<file path="config.mk">
export PLATFORM = sky130hd
export DESIGN_NAME = sync_fifo_sdp
export DESIGN_NICKNAME = d
export VERILOG_FILES = /design/src/rtl/sync_fifo_sdp.sv
export SDC_FILE = /design/constraint.sdc
export NUM_CORES = 1
export LEC_CHECK = 0
export ABC_AREA = 1
export BUFFER_PORTS_ARGS = -buffer_cell sky130_fd_sc_hd__buf_2
export CAP_MARGIN = 20
export CORE_MARGIN = 2
export CORE_UTILIZATION = 40
export DETAILED_ROUTE_END_ITERATION = 7
export GPL_ROUTABILITY_DRIVEN = 0
export PLACE_DENSITY = 0.55
export SYNTH_ARGS = -nofsm -noshare
export SYNTH_HDL_FRONTEND = slang
export SYNTH_SLANG_ARGS = --single-unit
</file>
<file path="constraint.sdc">
create_clock -name i_clk -period 2.65 [get_ports i_clk]
set_input_delay 0.53 -clock i_clk [delete_from_list [all_inputs] [get_ports i_clk]]
set_output_delay 0.53 -clock i_clk [all_outputs]
set_load 0.05 [all_outputs]
</file>
<file path="src/rtl/sync_fifo_sdp.sv">
// Purpose: parametrised single-clock FIFO with LUT simple-dual-port storage, count-derived flags and an optional FWFT output stage.
// Latency: standard mode returns data on the cycle after an accepted read; in FWFT mode a word written to an empty FIFO is visible two edges later.
// Backpressure: never stalls. Writes while full are dropped and flagged on o_ovf. Reads while empty are ignored and flagged on o_udf.
//
// Ports:
//   i_clk, i_rst      clock, synchronous active-high reset
//   i_clr             synchronous flush: empties the FIFO; ov_rdata keeps its value
//   i_wr, iv_wdata    write request and data
//   i_rd              read request (standard mode) or pop of the head word (FWFT mode)
//   ov_rdata          read data (standard mode) or head word while o_empty=0 (FWFT mode)
//   o_full, o_empty   status flags. In FWFT mode o_empty means the output stage is empty.
//   o_afull, o_aempty o_afull: count >= p_AF_LVL. o_aempty: count <= p_AE_LVL.
//   ov_count          stored entries, 0..2**p_AW. This includes the FWFT output stage.
//   o_ovf, o_udf      single-cycle strobes for a rejected write or a rejected read
module sync_fifo_sdp #(
  parameter int p_DW     = 8,
  parameter int p_AW     = 3,
  parameter int p_FWFT   = 0,
  parameter int p_AF_LVL = 2**p_AW - 1,
  parameter int p_AE_LVL = 1
) (
  input  logic              i_clk,
  input  logic              i_rst,
  input  logic              i_clr,
  input  logic              i_wr,
  input  logic [p_DW-1:0]   iv_wdata,
  input  logic              i_rd,
  output logic [p_DW-1:0]   ov_rdata,
  output logic              o_full,
  output logic              o_empty,
  output logic              o_afull,
  output logic              o_aempty,
  output logic [p_AW:0]     ov_count,
  output logic              o_ovf,
  output logic              o_udf
);

  localparam int DEPTH = 2**p_AW;
  localparam int CW    = p_AW + 1;

  localparam logic [CW-1:0] DEPTH_C = CW'(DEPTH);
  localparam logic [CW-1:0] AF_C    = CW'(p_AF_LVL);
  localparam logic [CW-1:0] AE_C    = CW'(p_AE_LVL);

  logic [p_DW-1:0] mem [DEPTH];

  logic [p_AW-1:0] wr_ptr_q;
  logic [p_AW-1:0] rd_ptr_q;
  logic [CW-1:0]   cnt_q;
  logic [CW-1:0]   cnt_nxt;
  logic [p_DW-1:0] rdata_q;
  logic            full_q;
  logic            empty_q;
  logic            afull_q;
  logic            aempty_q;
  logic            ovf_q;
  logic            udf_q;

  logic            flush;
  logic            wr_acc;
  logic            rd_acc;
  logic            mem_rd;
  logic            empty_nxt;

  assign flush  = i_rst | i_clr;
  // Acceptance uses the registered flags only. A read in the same cycle
  // never makes room for a write, and a write never feeds a read.
  assign wr_acc = i_wr & ~full_q;
  assign rd_acc = i_rd & ~empty_q;

  // The total count moves with accepted writes and accepted reads or pops.
  // The extra bit holds the value 2**p_AW, so the count never wraps.
  assign cnt_nxt = cnt_q + CW'(wr_acc) - CW'(rd_acc);

  generate
    if (p_FWFT != 0) begin : g_fwft
      logic          stage_vld_q;
      logic          stage_vld_nxt;
      logic [CW-1:0] mem_cnt_q;

      // Refill the output stage whenever it is, or is about to become, empty
      // and the memory holds a word that was written on an earlier edge.
      assign mem_rd        = (~stage_vld_q | rd_acc) & (mem_cnt_q != '0);
      assign stage_vld_nxt = mem_rd | (stage_vld_q & ~rd_acc);
      assign empty_nxt     = ~stage_vld_nxt;

      always_ff @(posedge i_clk) begin
        if (flush) begin
          stage_vld_q <= 1'b0;
          mem_cnt_q   <= '0;
        end else begin
          stage_vld_q <= stage_vld_nxt;
          mem_cnt_q   <= mem_cnt_q + CW'(wr_acc) - CW'(mem_rd);
        end
      end
    end else begin : g_std
      assign mem_rd    = rd_acc;
      assign empty_nxt = (cnt_nxt == '0);
    end
  endgenerate

  // Storage has no reset, so it can map onto LUT RAM. An accepted write
  // never targets the slot being read: a write needs a free slot, and a read
  // needs an older valid slot.
  always_ff @(posedge i_clk) begin
    if (wr_acc && !flush) begin
      mem[wr_ptr_q] <= iv_wdata;
    end
  end

  // The read data register serves as the standard-mode output register and
  // as the FWFT data stage. A flush keeps its contents.
  always_ff @(posedge i_clk) begin
    if (i_rst) begin
      rdata_q <= '0;
    end else if (!i_clr && mem_rd) begin
      rdata_q <= mem[rd_ptr_q];
    end
  end

  // Pointers, count and registered flags. The flags come from the next count,
  // so they line up with ov_count in every cycle.
  always_ff @(posedge i_clk) begin
    if (flush) begin
      wr_ptr_q <= '0;
      rd_ptr_q <= '0;
      cnt_q    <= '0;
      full_q   <= 1'b0;
      empty_q  <= 1'b1;
      afull_q  <= 1'b0;
      aempty_q <= 1'b1;
      ovf_q    <= 1'b0;
      udf_q    <= 1'b0;
    end else begin
      if (wr_acc) begin
        wr_ptr_q <= wr_ptr_q + 1'b1;
      end
      if (mem_rd) begin
        rd_ptr_q <= rd_ptr_q + 1'b1;
      end
      cnt_q    <= cnt_nxt;
      full_q   <= (cnt_nxt == DEPTH_C);
      empty_q  <= empty_nxt;
      afull_q  <= (cnt_nxt >= AF_C);
      aempty_q <= (cnt_nxt <= AE_C);
      ovf_q    <= i_wr & full_q;
      udf_q    <= i_rd & empty_q;
    end
  end

  assign ov_rdata = rdata_q;
  assign o_full   = full_q;
  assign o_empty  = empty_q;
  assign o_afull  = afull_q;
  assign o_aempty = aempty_q;
  assign ov_count = cnt_q;
  assign o_ovf    = ovf_q;
  assign o_udf    = udf_q;

endmodule
</file>
# [Word-level counts from Yosys, hierarchy flattened]
# Memories as Yosys holds them, arrays and structs flattened. A register that Yosys moved wholly into a read port is not among the register bits.
# Cells that the tools add are included.
[totals] mem_count=1 ramBits=64 output_inout_bits=18 ff_bits=16
[mem_list] memory="mem" depth=8 word_bits=8 rd=1 rd_ports_with_merged_regs=1 wr=1 line="45" source="logic [p_DW-1:0] mem [DEPTH];"
[op_classes] n_lt_le_gt_ge=2 reduce_logical=5 n_eq_ne=1 muxes=2 bitwise_logic=7 add_sub_neg=4
[ops] operator="adder 3 x 1 -> 3 bit (second input constant)" count=2
[ops] operator="adder 4 x 1 -> 4 bit" count=1
[ops] operator="bitwise AND 1 bit" count=4
[ops] operator="== test 4 bit (second input constant)" count=1
[ops] operator="greater-or-equal comparator 4 x 3 -> 1 bit (second input constant)" count=1
[ops] operator="<= comparator 4 x 1 -> 1 bit (second input constant)" count=1
[ops] operator="zero test 4 bit" count=1
[ops] operator="subtractor 4 x 1 -> 4 bit" count=1
[ops] operator="logical AND 1 bit" count=2
[ops] operator="zero test 1 bit" count=2
[ops] operator="2-to-1 mux 1 bit" count=2
[ops] operator="inverter 1 bit" count=2
[ops] operator="bitwise OR 1 bit" count=1

# [Logic depth before layout (Yosys ltp)]
# Gate-level depths: netlist (run 1).
[depth] word_depth=5 ltp_mapped=13 mapped_depth_nobuf=13

# [Least setup slack after synthesis (run 1)]
# Ideal clock, no wire load.
[synth_path] path_kind="reg2reg" from="register empty_q, in the netlist o_empty" to="register empty_q, in the netlist o_empty" path_stages_with_launch=14 setup_slack_ps=262 setup_ps=118 required_ps=2532 arrival_ps=2270 path_buffers=0 cell_sequence="dfxtp_1 -> inv_1 -> nand2_1 -> inv_1 -> ha_1 -> inv_1 -> ha_1 -> fa_1 -> xor2_1 -> inv_1 -> nand2_1 -> nand2_1 -> nand2_1 -> nor2_1"
[synth_via] elab_chain_len=4
[synth_lines] item="start: declaration" line="53" source="logic empty_q;"
[synth_lines] item="start signal: assignment" line="143" source="empty_q <= empty_nxt;"
[synth_lines] item="inverter 1 bit" line="69" source="assign rd_acc = i_rd & ~empty_q;"
[synth_lines] item="bitwise AND 1 bit" line="69"
[synth_lines] item="named net mem_rd" line="62" source="logic mem_rd;"
[synth_lines] item="subtractor 4 x 1 -> 4 bit" line="73" source="assign cnt_nxt = cnt_q + CW'(wr_acc) - CW'(rd_acc);"
[synth_lines] item="zero test 4 bit" line="98" source="assign empty_nxt = (cnt_nxt == '0);"
# The timed path passes the listed nets, and every way through them passes these cells.
# A chain may end at the register's enable or synchronous reset.

# [Final worst setup path (run 1)]
[layout_path] from="register full_q, in the netlist o_full" to="register empty_q, in the netlist o_empty"
[layout_via] elab_chain_len=5
[layout_lines] item="start: declaration" line="52" source="logic full_q;"
[layout_lines] item="start signal: assignment" line="142" source="full_q <= (cnt_nxt == DEPTH_C);"
[layout_lines] item="inverter 1 bit" line="68" source="assign wr_acc = i_wr & ~full_q;"
[layout_lines] item="bitwise AND 1 bit" line="68"
[layout_lines] item="adder 4 x 1 -> 4 bit" line="73"
[layout_lines] item="subtractor 4 x 1 -> 4 bit" line="73"
[layout_lines] item="zero test 4 bit" line="98"
# Every way passes these cells.

==> metrics, run 1 <==
area leader, netlist=edfxtp_1; IO Port Bufs=30; root buf cell=clkbuf_8; H-tree depth=3; DRT iter0 DRCs=67; WP data required=2890 ps; Max FO, Critical Path=6; grt total ovfl=0; DIE WIDTH=101 µm; cells after synthesis=379; max_cap viols=0; top cells by area, synth=edfxtp_1, dfxtp_1, nand2_1; Post-synth top flop=edfxtp_1; fmax=489 MHz; Antenna diodes=0; fin crit period=2040 ps; Critical Path Stages=12; hold path cells=3; final hold vios=0; area share of the largest cell type after synthesis=51.4%; number of synthesized register bits=88; CP arrival=2280 ps; FP Rows=35; Post-Syn Area=3740 µm²; count of pins over their slew limit=0; dpl hpwl=4.87 mm; Commonest cells post-synth=nand2_1, inv_1, edfxtp_1, nand3_1, dfxtp_1; Ys Warns=0; Post-CTS Setup Bufs=0; # setup viols final=0; Final Power=2640 µW; Num CTS Buffers=9; CTS tree=built; WL per Instance=14.2 µm; pre-CTS setup slack=312 ps; Worst-Skew Late Latency=350 ps; Slew headroom=61.3%; largest net degree at the start of global routing=35; period utilisation layout=77.1%; Worst-Margin Slew=579 ps; first-pass GRT wire length=12.2 mm; Die Height=101 µm; CP max-delay cell=fa_1; Post-CTS Hold Buffers=0; Crit path top cell by count=nand2_1; share of cells above drive strength 1=13.7%; Resize count post-CTS=0; Num Clock Sinks=88; Placed Area=4020 µm²; power density of the placed cells=633 nW/µm²; total track usage=16.3%; Reg2Reg Depth=12; Via Count=2462; most common cell in the netlist=nand2_1; crit-path cells=inv_1 > nand2_1 > ha_1 > inv_1 > ha_1 > fa_1 > xor2_1 > inv_1 > nand2_1 > nand2_1 > nand2_1 > nor2_1; Worst-path clk slew=80 ps; Routed WL=7.57 mm; EDFF count, synth=64; Final ANT Viol Nets=0; maximum VDD drop=0.220 mV; kind of cell adding the most delay to the critical path=adder cells; P_leak=0.00183 µW; unrepaired setup endpoints after global routing=no; routed vias/inst=4.60; Layout area overhead=11.6%; final instance area=4170 µm²; drt drc=0; fin worst setup slack=607 ps; Worst Hold Class=input port to flip-flop; CP Capture Type=flip-flop; Detailed Routing Iterations Pass 1=4; initial antenna violation count=0; Netlist cell types=20; CP peak stage delay=380 ps; status=completed; share of synthesized registers carrying an async set or reset=0%; Initial Util=40.9%; average size of a mapped cell=9.87 µm²; Net Count, Synth=399; startpoint types=flip-flop; kind of critical path=flip-flop to flip-flop; nets@finish=440; core area=9150 µm²; Clock Skew=7.59 ps; setup TNS=0 ps; total I/O pin count=31; Bufs and invs on worst path=3; sequential share of the synthesized area=64.2%; Longest Clk Path Bufs=2; vias in the first global route=2382; Die Area=10100 µm²
metal layers:
layer / vias to the layer above / share of wire, % / global-route usage, %
met5: - / 0 / 0
li1: 1287 / - / -
met3: 11 / 3.6 / 3.61
met1: 1123 / 48 / 22.7
met2: 41 / 46 / 25.1
met4: 0 / 2.0 / 6.11
registers in the layout, summed over array words and instances (netlist names):
register  cells
mem          64
o_aempty      1
o_afull       1
o_empty       1
o_full        1
o_ovf         1
o_udf         1
ov_count      4
ov_rdata      8
rd_ptr_q      3
wr_ptr_q      3
cell families (layout without fill, tap and decap cells):
family                     after synthesis  in the layout  synth area share (%)
AOI/OAI and AO/OA                       17             17                  2.27
xor gates and xnor gates                 2              2                 0.468
adders and majority gates                7              7                  2.54
buffers and inverters                   82            127                  10.0
DFF                                     88             88                  64.2
and+or+nand+nor                        183            183                  20.4
final timing paths:
path	start	end	slack [ps]
setup / recovery	o_full	o_empty	610
hold / removal	i_rd	o_udf	410
setup reg to reg	o_full	o_empty	610
hold reg to reg	ov_rdata[4]	ov_rdata[4]	460
layout make-up:
| cell class | count | area, µm² |
|---|---|---|
| clock buffers | 10 | 128 |
| fillers | 863 | 4980 |
| multi-input cells | 209 | 962 |
| clock inverters | 5 | 25.0 |
| well taps | 111 | 139 |
| inverters | 69 | 269 |
| repair buffers | 43 | 248 |
| flip-flops and latches | 88 | 2400 |
power by group:
group	switching, µW	internal (µW)	leakage (µW)
logic	248	94.8	0.000980
registers	20.1	1510	0.000771
clock network	445	327	0.0000770
placed cells by master (no fill, tap or decap):
master and count:
ha_1 6, clkbuf_1 1, clkinv_4 1, inv_6 1, clkinv_2 2, nand3_1 55
xor2_1 1, buf_2 30, clkinv_1 3, nor2_4 1, xnor2_1 1, o21ai_0 3
nand2_1 110, fa_1 1, buf_4 13, edfxtp_1 64, dfxtp_1 24, clkbuf_8 9
nor2_1 16, inv_1 66, clkinvlp_4 1, nor3_1 1, a21oi_1 14
through the flow:
stage,hold slack [ps],util (%),std cells
floorplan,481,-,379
global route,411,45.6,535
global placement,439,43.9,520
detailed placement,453,43.9,520
finish,414,45.6,535
CTS,400,45.6,535
worst register-to-register path: stages (launching register included):
cell	delay [ps]
dfxtp_1	330
inv_1	50
nand2_1	120
ha_1	310
inv_1	40
ha_1	200
fa_1	380
xor2_1	180
inv_1	70
nand2_1	90
nand2_1	50
nand2_1	80
nor2_1	40
No activity file was read; power rests on OpenSTA's default activity.
==> run 2, diff against run 1 <==
- PLACE_DENSITY: 0.55 -> 0.57
- clock period: 2.65 -> 1.7 ns (I/O delays scaled with it)
==> metrics, run 2 (synthesis results as in run 1) <==
power density of the placed cells=1020 nW/µm² (was 633 nW/µm²); total I/O pin count=31 (unchanged); max_cap viols=0 (unchanged); fmax=543 MHz (was 489 MHz); # setup viols final=5 (was 0); Layout area overhead=18.9% (was 11.6%); Initial Util=40.9% (unchanged); total track usage=16.8% (was 16.3%); slack of the worst reg-to-reg path=-140 ps (was 610 ps); Detailed Routing Iterations Pass 1=4 (unchanged); maximum VDD drop=0.431 mV (was 0.220 mV); unrepaired setup endpoints after global routing=yes (was no); most common cell after layout, fill and taps aside=nand2_1 (unchanged); vias in the first global route=2477 (was 2382); Logic pwr share=14.8% (was 13.0%); first-pass GRT wire length=12.7 mm (was 12.2 mm); Hold Slack=224 ps (was 414 ps); fin crit period=1840 ps (was 2040 ps); Non-Filler Instances=555 (was 535); Sw Pwr=1220 µW (was 713 µW); Reg2Reg Depth=12 (unchanged); worst flop-to-flop path startpoint=o_empty (was o_full); grt total ovfl=0 (unchanged); DIE WIDTH=101 µm (unchanged); P_int=3310 µW (was 1930 µW); Slew headroom=75.8% (was 61.3%); Routed WL=7.95 mm (was 7.57 mm); sequential share of power=52.7% (was 57.8%); most frequent cells in the layout=nand2_1, edfxtp_1, inv_1, nand3_1, buf_4 (was nand2_1, inv_1, edfxtp_1, nand3_1, buf_2); startpoint types=flip-flop (unchanged); H-tree depth=3 (unchanged); P_leak=0.00196 µW (was 0.00183 µW); CP Capture Type=flip-flop (unchanged); WP data required=1940 ps (was 2890 ps); routed vias/inst=4.78 (was 4.60); count of pins over their slew limit=0 (unchanged); Crit path top cell by count=inv_2 (was nand2_1); fin worst setup slack=-141 ps (was 607 ps); drt drc=0 (unchanged); crit-path cells=inv_2 > nand2_4 > inv_4 > ha_4 > inv_2 > ha_4 > fa_2 > inv_2 > nand2_4 > nand2_2 > nand2_2 > nor2_1 (was inv_1 > nand2_1 > ha_1 > inv_1 > ha_1 > fa_1 > xor2_1 > inv_1 > nand2_1 > nand2_1 > nand2_1 > nor2_1); initial antenna violation count=0 (unchanged); Worst-path clk slew=80 ps (about the same); dpl hpwl=5.59 mm (was 4.87 mm); Die Area=10100 µm² (unchanged); Clock Skew=11.5 ps (was 7.59 ps); Worst Hold Class=input port to flip-flop (unchanged); WL per Instance=14.3 µm (was 14.2 µm); Worst setup endpoint=o_empty (unchanged); Longest Clk Path Bufs=2 (unchanged); Via Count=2654 (was 2462); final hold vios=0 (unchanged); cell total after placement=536 (was 520); largest net degree at the start of global routing=35 (unchanged); CP arrival=2080 ps (was 2280 ps); status=finished, violations left (was completed); period utilisation layout=108% (was 77.1%); FP Rows=35 (unchanged); Final ANT Viol Nets=0 (unchanged); share of cells above drive strength 1=23.2% (was 13.7%); Biggest register=mem (unchanged); Antenna diodes=0 (unchanged); Largest register FFs=64 (unchanged); Clk pwr share=32.5% (was 29.2%); CP max-delay cell=fa_2 (was fa_1); failing checks=negative setup slack; Worst-Margin Slew=361 ps (was 579 ps); pre-CTS setup slack=-312 ps (was 312 ps); Num CTS Buffers=9 (unchanged); Worst-Skew Late Latency=360 ps (was 350 ps); CTS tree=built (unchanged); nets@finish=459 (was 440); Net Sw Frac=27.0% (about the same); kind of critical path=flip-flop to flip-flop (unchanged); Placed Area=4190 µm² (was 4020 µm²); core area=9150 µm² (unchanged); Die Height=101 µm (unchanged); root buf cell=clkbuf_8 (unchanged); IO Port Bufs=30 (unchanged); Max FO, Critical Path=2 (was 6); final instance area=4450 µm² (was 4170 µm²); Crit. Startpoint=o_empty (was o_full); CP peak stage delay=540 ps (was 380 ps); Num Clock Sinks=88 (unchanged); r2r endpoint=o_empty (unchanged); DRT iter0 DRCs=145 (was 67)
run 2: cell types whose count changed in the layout (fill, tap and decap cells not counted), sizes merged:
cell    before  now
buf         43   62
inv         67   69
clkinv       6    4
bufinv       0    1
run 2: timing repair:
action                                  in CTS  in global routing
resized for setup                            1                 11
endpoints found under the setup margin       4                  6
hold buffers                                 0                  0
gates cloned                                 0                  0
buffers inserted                             2                  1
pin swaps                                    6                  1
run 2: routing by layer:
metal / vias to the layer above / track usage (%) / share of wire [%]
met1: 1255 / 22.2 / 46
met4: 0 / 7.48 / 1.6
met2: 55 / 27.3 / 49
met5: - / 0 / 0
met3: 12 / 2.77 / 3.5
li1: 1332 / - / -
run 2: layout make-up:
| type | instances | area (µm²) |
|---|---|---|
| Fill cell | 863 | 4710 |
| Multi-Input combinational cell | 209 | 1030 |
| Inverter | 69 | 272 |
| Clock buffer | 10 | 138 |
| Timing Repair Buffer | 62 | 390 |
| Sequential cell | 88 | 2410 |
| Clock inverter | 6 | 65.1 |
| Tap cell | 111 | 139 |
run 2: worst max-delay path, delay by kind of cell (launching register included):
kind / cells / cell delay (ps)
adder cells (fa/ha/maj): 3 / 940
flip-flops: 1 / 350
AND/OR/NAND/NOR: 5 / 290
buffers and inverters: 4 / 160
run 2: power by group through the flow:
| stage | Combinational [µW] | Clock, µW | Sequential [µW] |
|---|---|---|---|
| after floorplan | 299 | 0 | 2570 |
| after global placement | 618 | 0 | 2430 |
| after detailed placement | 629 | 0 | 2440 |
| after CTS | 646 | 1510 | 2390 |
| after global routing | 741 | 1600 | 2390 |
| final | 672 | 1470 | 2390 |
run 2: worst min path at each step:
stage	cells after the start	from	to	slack, ps
finish	3	i_wr	o_ovf	220
global route	3	i_wr	o_ovf	210
CTS	3	i_wr	o_ovf	210
detailed placement	2	ov_rdata[6]	ov_rdata[6]	460
global placement	2	ov_rdata[1]	ov_rdata[1]	450
floorplan	0	iv_wdata[0]	mem[0][0]	440
run 2: metrics by stage:
stage | TNS, ps | total power (µW) | util [%]
floorplan | -974 | 2870 | -
global placement | -977 | 3050 | 45.7
detailed placement | -1090 | 3060 | 45.7
CTS | -509 | 4540 | 48.1
global route | -873 | 4740 | 48.6
finish | -440 | 4530 | 48.6
